[config.mk]
export PLATFORM = sky130hd
export DESIGN_NAME = mem_access_unit_flat
export DESIGN_NICKNAME = d
export VERILOG_FILES = /design/src/rtl/cpu_pkg.sv /design/src/rtl/mem_access_unit_if.sv /design/src/rtl/mem_align.sv /design/src/rtl/mem_access_unit.sv /design/src/flat_wrapper.sv
export SDC_FILE = /design/constraint.sdc
export NUM_CORES = 1
export LEC_CHECK = 0
export BUFFER_PORTS_ARGS = -buffer_cell sky130_fd_sc_hd__clkbuf_2
export CAP_MARGIN = 40
export CORE_MARGIN = 2
export CORE_UTILIZATION = 35
export DETAILED_ROUTE_END_ITERATION = 10
export PLACE_DENSITY = 0.62
export RECOVER_POWER = 50
export SLEW_MARGIN = 0
export SYNTH_ARGS = -nofsm -noshare
export SYNTH_HDL_FRONTEND = slang
export SYNTH_SLANG_ARGS = --single-unit
export TNS_END_PERCENT = 30
[constraint.sdc]
create_clock -name clk -period 4.8 [get_ports clk]
set_input_delay 0.96 -clock clk [delete_from_list [all_inputs] [get_ports clk]]
set_output_delay 0.96 -clock clk [all_outputs]
set_load 0.05 [all_outputs]
[src/rtl/cpu_pkg.sv]
// ============================================================================
// cpu_pkg : shared encodings for the MEM stage (store/load types, FSM states)
// Rev 1.0
// ============================================================================
`default_nettype none

package cpu_pkg;

  localparam logic [1:0] ST_NONE = 2'b00;
  localparam logic [1:0] ST_SB   = 2'b01;
  localparam logic [1:0] ST_SH   = 2'b10;
  localparam logic [1:0] ST_SW   = 2'b11;

  localparam logic [2:0] LD_NONE = 3'b000;
  localparam logic [2:0] LD_LB   = 3'b001;
  localparam logic [2:0] LD_LBU  = 3'b010;
  localparam logic [2:0] LD_LH   = 3'b011;
  localparam logic [2:0] LD_LHU  = 3'b100;
  localparam logic [2:0] LD_LW   = 3'b101;

  localparam logic WB_SEL_ALU = 1'b0;
  localparam logic WB_SEL_MEM = 1'b1;

  typedef enum logic [1:0] {
    MEM_IDLE = 2'b00,
    MEM_REQ  = 2'b01,
    MEM_RESP = 2'b10
  } mem_state_t;

  // Encodings 110/111 are reserved and behave as "no load".
  function automatic logic is_load(input logic [2:0] ld);
    return (ld >= LD_LB) && (ld <= LD_LW);
  endfunction

endpackage

`default_nettype wire

[src/rtl/mem_access_unit_if.sv]
// ============================================================================
// mem_access_unit_if : req/ready data-memory bus between MEM stage and memory
// Rev 1.0
// ============================================================================
`default_nettype none

interface mem_access_unit_if;
  logic        dmem_req;
  logic        dmem_we;
  logic [31:0] dmem_addr;
  logic [3:0]  dmem_wstrb;
  logic [31:0] dmem_wdata;
  logic        dmem_ready;
  logic [31:0] dmem_rdata;

  modport master (
    output dmem_req, dmem_we, dmem_addr, dmem_wstrb, dmem_wdata,
    input  dmem_ready, dmem_rdata
  );

  modport slave (
    input  dmem_req, dmem_we, dmem_addr, dmem_wstrb, dmem_wdata,
    output dmem_ready, dmem_rdata
  );
endinterface

`default_nettype wire

[src/rtl/mem_align.sv]
// ============================================================================
// mem_align : store lane steering, load extraction/extension, misalign check
// Rev 1.0
// ============================================================================
`default_nettype none

module mem_align
  import cpu_pkg::*;
(
  input  logic [1:0]  addr_lo,
  input  logic [1:0]  write_mem,
  input  logic [2:0]  read_mem,
  input  logic [31:0] rs2_data,
  input  logic [31:0] rdata,
  output logic [3:0]  wstrb,
  output logic [31:0] wdata,
  output logic [31:0] load_data,
  output logic        misalign
);

  logic [7:0]  w_byte;
  logic [15:0] w_half;

  always_comb begin
    wstrb = 4'b0000;
    wdata = 32'h0;
    case (write_mem)
      ST_SB: begin
        wstrb = 4'b0001 << addr_lo;
        wdata = {4{rs2_data[7:0]}};
      end
      ST_SH: begin
        wstrb = 4'b0011 << addr_lo;
        wdata = {2{rs2_data[15:0]}};
      end
      ST_SW: begin
        wstrb = 4'b1111;
        wdata = rs2_data;
      end
      default: ;
    endcase
  end

  always_comb begin
    w_byte = rdata[7:0];
    case (addr_lo)
      2'd1:    w_byte = rdata[15:8];
      2'd2:    w_byte = rdata[23:16];
      2'd3:    w_byte = rdata[31:24];
      default: w_byte = rdata[7:0];
    endcase
    w_half = addr_lo[1] ? rdata[31:16] : rdata[15:0];
  end

  always_comb begin
    load_data = rdata;
    case (read_mem)
      LD_LB:   load_data = {{24{w_byte[7]}}, w_byte};
      LD_LBU:  load_data = {24'h0, w_byte};
      LD_LH:   load_data = {{16{w_half[15]}}, w_half};
      LD_LHU:  load_data = {16'h0, w_half};
      default: load_data = rdata;
    endcase
  end

  // Store size decides alignment when both store and load are flagged.
  always_comb begin
    misalign = 1'b0;
    if (write_mem != ST_NONE) begin
      if (write_mem == ST_SH) misalign = addr_lo[0];
      else if (write_mem == ST_SW) misalign = |addr_lo;
    end else begin
      if (read_mem == LD_LH || read_mem == LD_LHU) misalign = addr_lo[0];
      else if (read_mem == LD_LW) misalign = |addr_lo;
    end
  end

endmodule

`default_nettype wire

[src/rtl/mem_access_unit.sv]
// ============================================================================
// mem_access_unit : RV32I MEM stage - bus FSM, timeout, MEM/WB register
// Rev 1.0
// ============================================================================
`default_nettype none

module mem_access_unit
  import cpu_pkg::*;
#(
  parameter int TIMEOUT_CYCLES = 255,
  parameter int CNT_W          = 8
) (
  input  logic                    clk,
  input  logic                    rst,
  input  logic                    me_aluOut_WB_memOut,
  input  logic                    me_writeReg,
  input  logic [1:0]              me_writeMem,
  input  logic [2:0]              me_readMem,
  input  logic [31:0]             me_outAlu,
  input  logic [31:0]             me_rs2Data,
  input  logic [4:0]              me_rd,
  mem_access_unit_if.master       dmem,
  output logic                    mem_stall,
  output logic                    mem_misalign,
  output logic                    mem_fault,
  output logic                    wb_writeReg,
  output logic [4:0]              wb_rd,
  output logic [31:0]             wb_data
);

  mem_state_t       r_state;
  mem_state_t       w_state_nxt;
  logic [CNT_W-1:0] r_cnt;
  logic [CNT_W-1:0] w_cnt_inc;

  logic        w_is_store;
  logic        w_access;
  logic        w_misalign;
  logic [3:0]  w_wstrb;
  logic [31:0] w_wdata;
  logic [31:0] w_load_ext;

  logic        w_stall;
  logic        w_start;
  logic        w_bad;
  logic        w_done;
  logic        w_timeout;

  logic        r_req;
  logic        r_we;
  logic [31:0] r_addr;
  logic [3:0]  r_wstrb;
  logic [31:0] r_wdata;
  logic [31:0] r_load_data;
  logic        r_misalign;
  logic        r_fault;
  logic        r_wb_we;
  logic [4:0]  r_wb_rd;
  logic [31:0] r_wb_data;

  assign w_is_store = (me_writeMem != ST_NONE);
  assign w_access   = w_is_store || is_load(me_readMem);
  assign w_cnt_inc  = r_cnt + 1'b1;

  mem_align u_align (
    .addr_lo   (me_outAlu[1:0]),
    .write_mem (me_writeMem),
    .read_mem  (me_readMem),
    .rs2_data  (me_rs2Data),
    .rdata     (dmem.dmem_rdata),
    .wstrb     (w_wstrb),
    .wdata     (w_wdata),
    .load_data (w_load_ext),
    .misalign  (w_misalign)
  );

  always_ff @(posedge clk) begin
    if (rst) r_state <= MEM_IDLE;
    else     r_state <= w_state_nxt;
  end

  always_comb begin
    w_state_nxt = r_state;
    w_stall     = 1'b0;
    w_start     = 1'b0;
    w_bad       = 1'b0;
    w_done      = 1'b0;
    w_timeout   = 1'b0;
    case (r_state)
      MEM_IDLE: begin
        if (w_access) begin
          if (w_misalign) begin
            w_bad = 1'b1;
          end else begin
            w_start     = 1'b1;
            w_stall     = 1'b1;
            w_state_nxt = MEM_REQ;
          end
        end
      end
      MEM_REQ: begin
        w_stall = 1'b1;
        // Ready wins over a timeout landing on the same cycle.
        if (dmem.dmem_ready) begin
          w_done      = 1'b1;
          w_state_nxt = MEM_RESP;
        end else if (w_cnt_inc == CNT_W'(TIMEOUT_CYCLES)) begin
          w_timeout   = 1'b1;
          w_state_nxt = MEM_RESP;
        end
      end
      MEM_RESP: w_state_nxt = MEM_IDLE;
      default:  w_state_nxt = MEM_IDLE;
    endcase
  end

  always_ff @(posedge clk) begin
    if (rst) begin
      r_req   <= 1'b0;
      r_we    <= 1'b0;
      r_addr  <= 32'h0;
      r_wstrb <= 4'h0;
      r_wdata <= 32'h0;
    end else if (w_start) begin
      r_req   <= 1'b1;
      r_we    <= w_is_store;
      r_addr  <= {me_outAlu[31:2], 2'b00};
      r_wstrb <= w_wstrb;
      r_wdata <= w_wdata;
    end else if (w_done || w_timeout) begin
      r_req <= 1'b0;
      r_we  <= 1'b0;
    end
  end

  always_ff @(posedge clk) begin
    if (rst) begin
      r_cnt       <= '0;
      r_load_data <= 32'h0;
      r_misalign  <= 1'b0;
      r_fault     <= 1'b0;
    end else begin
      r_misalign <= w_bad;
      r_fault    <= w_timeout;
      if (r_state == MEM_REQ)
        r_cnt <= (w_done || w_timeout) ? '0 : w_cnt_inc;
      if (w_done)
        r_load_data <= w_load_ext;
    end
  end

  // r_fault is high exactly during the RESP cycle that follows a timeout.
  always_ff @(posedge clk) begin
    if (rst) begin
      r_wb_we   <= 1'b0;
      r_wb_rd   <= 5'h0;
      r_wb_data <= 32'h0;
    end else if (w_stall) begin
      r_wb_we <= 1'b0;
    end else begin
      r_wb_we   <= me_writeReg && !w_bad && !r_fault;
      r_wb_rd   <= me_rd;
      r_wb_data <= (me_aluOut_WB_memOut == WB_SEL_MEM) ? r_load_data : me_outAlu;
    end
  end

  assign dmem.dmem_req   = r_req;
  assign dmem.dmem_we    = r_we;
  assign dmem.dmem_addr  = r_addr;
  assign dmem.dmem_wstrb = r_wstrb;
  assign dmem.dmem_wdata = r_wdata;

  assign mem_stall    = w_stall;
  assign mem_misalign = r_misalign;
  assign mem_fault    = r_fault;
  assign wb_writeReg  = r_wb_we;
  assign wb_rd        = r_wb_rd;
  assign wb_data      = r_wb_data;

endmodule

`default_nettype wire
[src/flat_wrapper.sv]
// flat-port wrapper written by rule: the top's interface ports become plain ports
module mem_access_unit_flat import cpu_pkg::*;
#(
  parameter int TIMEOUT_CYCLES = 255,
  parameter int CNT_W          = 8
)
  (clk, rst, me_aluOut_WB_memOut, me_writeReg, me_writeMem, me_readMem, me_outAlu, me_rs2Data, me_rd, mem_stall, mem_misalign, mem_fault, wb_writeReg, wb_rd, wb_data, dmem_dmem_req, dmem_dmem_we, dmem_dmem_addr, dmem_dmem_wstrb, dmem_dmem_wdata, dmem_dmem_ready, dmem_dmem_rdata);
  mem_access_unit_if dmem_i ();
  input  logic clk;
  input  logic rst;
  input  logic me_aluOut_WB_memOut;
  input  logic me_writeReg;
  input  logic [1:0] me_writeMem;
  input  logic [2:0] me_readMem;
  input  logic [31:0] me_outAlu;
  input  logic [31:0] me_rs2Data;
  input  logic [4:0] me_rd;
  output logic mem_stall;
  output logic mem_misalign;
  output logic mem_fault;
  output logic wb_writeReg;
  output logic [4:0] wb_rd;
  output logic [31:0] wb_data;
  output wire logic [$bits(dmem_i.dmem_req)-1:0] dmem_dmem_req;
  output wire logic [$bits(dmem_i.dmem_we)-1:0] dmem_dmem_we;
  output wire logic [$bits(dmem_i.dmem_addr)-1:0] dmem_dmem_addr;
  output wire logic [$bits(dmem_i.dmem_wstrb)-1:0] dmem_dmem_wstrb;
  output wire logic [$bits(dmem_i.dmem_wdata)-1:0] dmem_dmem_wdata;
  input wire logic [$bits(dmem_i.dmem_ready)-1:0] dmem_dmem_ready;
  input wire logic [$bits(dmem_i.dmem_rdata)-1:0] dmem_dmem_rdata;
  assign dmem_dmem_req = dmem_i.dmem_req;
  assign dmem_dmem_we = dmem_i.dmem_we;
  assign dmem_dmem_addr = dmem_i.dmem_addr;
  assign dmem_dmem_wstrb = dmem_i.dmem_wstrb;
  assign dmem_dmem_wdata = dmem_i.dmem_wdata;
  assign dmem_i.dmem_ready = dmem_dmem_ready;
  assign dmem_i.dmem_rdata = dmem_dmem_rdata;
  mem_access_unit #(.TIMEOUT_CYCLES(TIMEOUT_CYCLES), .CNT_W(CNT_W)) u_core (.clk(clk), .rst(rst), .me_aluOut_WB_memOut(me_aluOut_WB_memOut), .me_writeReg(me_writeReg), .me_writeMem(me_writeMem), .me_readMem(me_readMem), .me_outAlu(me_outAlu), .me_rs2Data(me_rs2Data), .me_rd(me_rd), .dmem(dmem_i), .mem_stall(mem_stall), .mem_misalign(mem_misalign), .mem_fault(mem_fault), .wb_writeReg(wb_writeReg), .wb_rd(wb_rd), .wb_data(wb_data));
endmodule
==> results.cfg <==
[run_status]
outcome = finished, violations left
violations = capacitance limit, slew limit

[setup_path]
cpMostUsedCell = clkbuf_2
arrival_ns = 2.82
worst_path_largest_cell_delay_ns = 0.50
cp_max_fo = 13
crit_family = compound AO/OA/AOI/OAI gates
crit_path_cell_trace = clkbuf_2, ha_1, nor2b_1, o221ai_4, o211ai_2, a21oi_4, clkbuf_2
cp_data_required_time_ns = 3.84
cp-start-kind = input port
end_kind = primary output
critPathKind = input port to primary output
crit_slowest_cell = ha_1
crit_buf_inv = 2

[cells_and_area]
final_cells = 1289
drive_gt1_share_pct = 20.73
syn_to_final_growth_pct = 22.52
layout.nets = 1123

[logic_synthesis]
seq_area_frac_synth_pct = 40.94
yosysMostFrequentCell = dfxtp_1
synthTopCellsByCount = dfxtp_1 (150), nand2_1 (118), a21oi_1 (79)
synth_compound_area_share_pct = 18.41
synthTopCellsByArea = dfxtp_1 (41%), nand2_1 (6.0%), a21oi_1 (5.4%)
synth.top_cell.area_share_pct = 40.94
synth-adder-area-share_pct = 1.194
synth_top_cell_by_area = dfxtp_1
synthXorXnorAreaFrac_pct = 0.4777
synth_area_um2 = 7335
synth_edf_count = 0
synthCells = 825
synthMuxAreaShare_pct = 13.41
yosys_warnings = 0
synth-seq-cells = 150
avgSynthCellArea_um2 = 8.890
synthArstFlopShare_pct = 0
synth_top_family_by_area = simple AND/OR/NAND/NOR gates
ys.flop_type = dfxtp_1
synth-simple-area-share_pct = 19.60
synth_cell_types = 63

[route]
vias = 6640
drtIter0Drc = 355
dr.pass1.iters = 6
via_per_inst = 5.151
drc = 0
ant_nets = 0
wirelength_um = 22050
post_drt_wl_per_cell_um = 17.11

[timing]
rsz0062_at_grt = no
finalClockSkew_ns = 0.007389
setup-tns-final_ns = 0
layout_min_cycle_time_ns = 3.777
hold_violations = 0
slew-limit-headroom_pct = -30.46
fmax_mhz = 264.8
slew_violations = 103
period_share_pct = 78.68
setup_viol = 0
tightest_slew_ns = 1.957

[placement]
place.port_buffers = 219
place_congestion = 0.8266
place_inst = 1256
hpwl_um = 16050

[clock_tree]
clockBufferDepth = 2
htree_levels = 4
numCtsBuffers = 17
clock-sinks = 150
cts_tree = done
postCtsSetupBuffers = 0
clk_pin_slew_worst_paths_ns = 0.07
cts_resized = 0
worstSkewPairLatency_ns = 0.42
root_buffer = clkbuf_16
holdBufCountCts = 0

[die]
die_h_um = 148.8
rows = 52
core_um2 = 20430
dieArea_um2 = 22130
io_pins = 222
dieWidth_um = 148.8
initial_core_util_pct = 35.90

[global_routing]
antenna_found_initial = 3
grt_use_total_pct = 19.55
grt_max_degree = 103
grt_pass1_wl_um = 33880
grt_pass1_vias = 6158
grt_overflow = 0

[power]
p_leak_uw = 0.003603
p_per_area_nw_per_um2 = 396.4
power_uw = 3562
vdd_drop_max_uv = 212.8

[flow_run]
maxCapViolations = 1

[worst_hold_path]
hold_path.class = flop to flop
## area by class of cell
type                    count  area (um^2)
diodes                      1        2.502
repair buffers            234         1100
multi-input cells         592         3918
flip-flops and latches    150         3003
well taps                 270        337.8
clock inverters            15        162.7
fillers                  2098        11440
inverters                  10        37.54
clock buffers              17        425.4
## flip-flops by register name (all words and copies together), names as in the netlist, 2 cells and up
register and count:
u_core.dmem.dmem_addr 30, u_core.dmem.dmem_wdata 32, u_core.dmem.dmem_wstrb 4, u_core.r_cnt 8
u_core.r_load_data 32, u_core.r_state 2, u_core.wb_data 32, u_core.wb_rd 5
## path summary, 6_finish.rpt
| check | start | slack [ns] | endpoint | depth (start not counted) |
|---|---|---|---|---|
| worst min register to register | u_core.mem_fault$_SDFF_PP0_ | 0.42 | u_core.wb_writeReg$_SDFF_PP0_ | 1 |
| worst max-delay path | me_writeMem[1] | 1.02 | mem_stall | 7 |
| worst max register to register | u_core.r_state[1]$_SDFFE_PP0P_ | 2.46 | u_core.r_load_data[14]$_SDFFE_PP0P_ | 6 |
| worst min-delay path | u_core.mem_fault$_SDFF_PP0_ | 0.42 | u_core.wb_writeReg$_SDFF_PP0_ | 1 |
## layer usage
metal	vias to the layer above	GRT usage (%)	wire, um
li1	3287	-	-
met1	3066	25.03	9491
met2	262	31.67	10250
met3	23	6.575	2006
met4	2	5.238	282
met5	-	0	16
## report_power, final
part	internal, uW	leakage [uW]	switching [uW]	total, uW
Combinational	245	0.00209	595	840
Clock	736	0.000282	592	1330
Sequential	1340	0.00123	52.6	1390
## cell families after synthesis
family	count (synthesis)
other cells	1
fa+ha+maj	7
compound gates	188
mux	80
xor+xnor	4
simple gates	311
buf+inv	84
flops	150
## stage by stage
stage / utilization (%) / instance area [um^2] / hold slack [ns] / worst slack [ns]
after floorplan: - / 7338 / 0.4589 / 1.148
after global routing: 43.99 / 8986 / 0.4527 / 0.8602
after global placement: 41.57 / 8492 / 0.4160 / 1.030
after CTS: 44.79 / 9150 / 0.4309 / 1.014
final: 43.99 / 8986 / 0.4225 / 1.023
after detailed placement: 41.91 / 8562 / 0.4215 / 1.016
## layout by cell type (no fill, tap or decap), drive strengths merged, types with 4 or more instances in the layout
cell    instances
a31oi           4
nand3b          4
nor2           75
or3            14
ha              7
mux2           34
a22oi           8
o221ai          4
a22o           16
inv            17
nand2         118
nand2b         16
clkinv          5
o211ai          4
buf            14
mux2i          40
dfxtp         150
nand3          29
a211oi         30
mux4            6
a21oi          81
a222oi         14
clkbuf        237
nor3            7
nor2b          34
o21ai          10
Power figures use the tool's default switching activity.
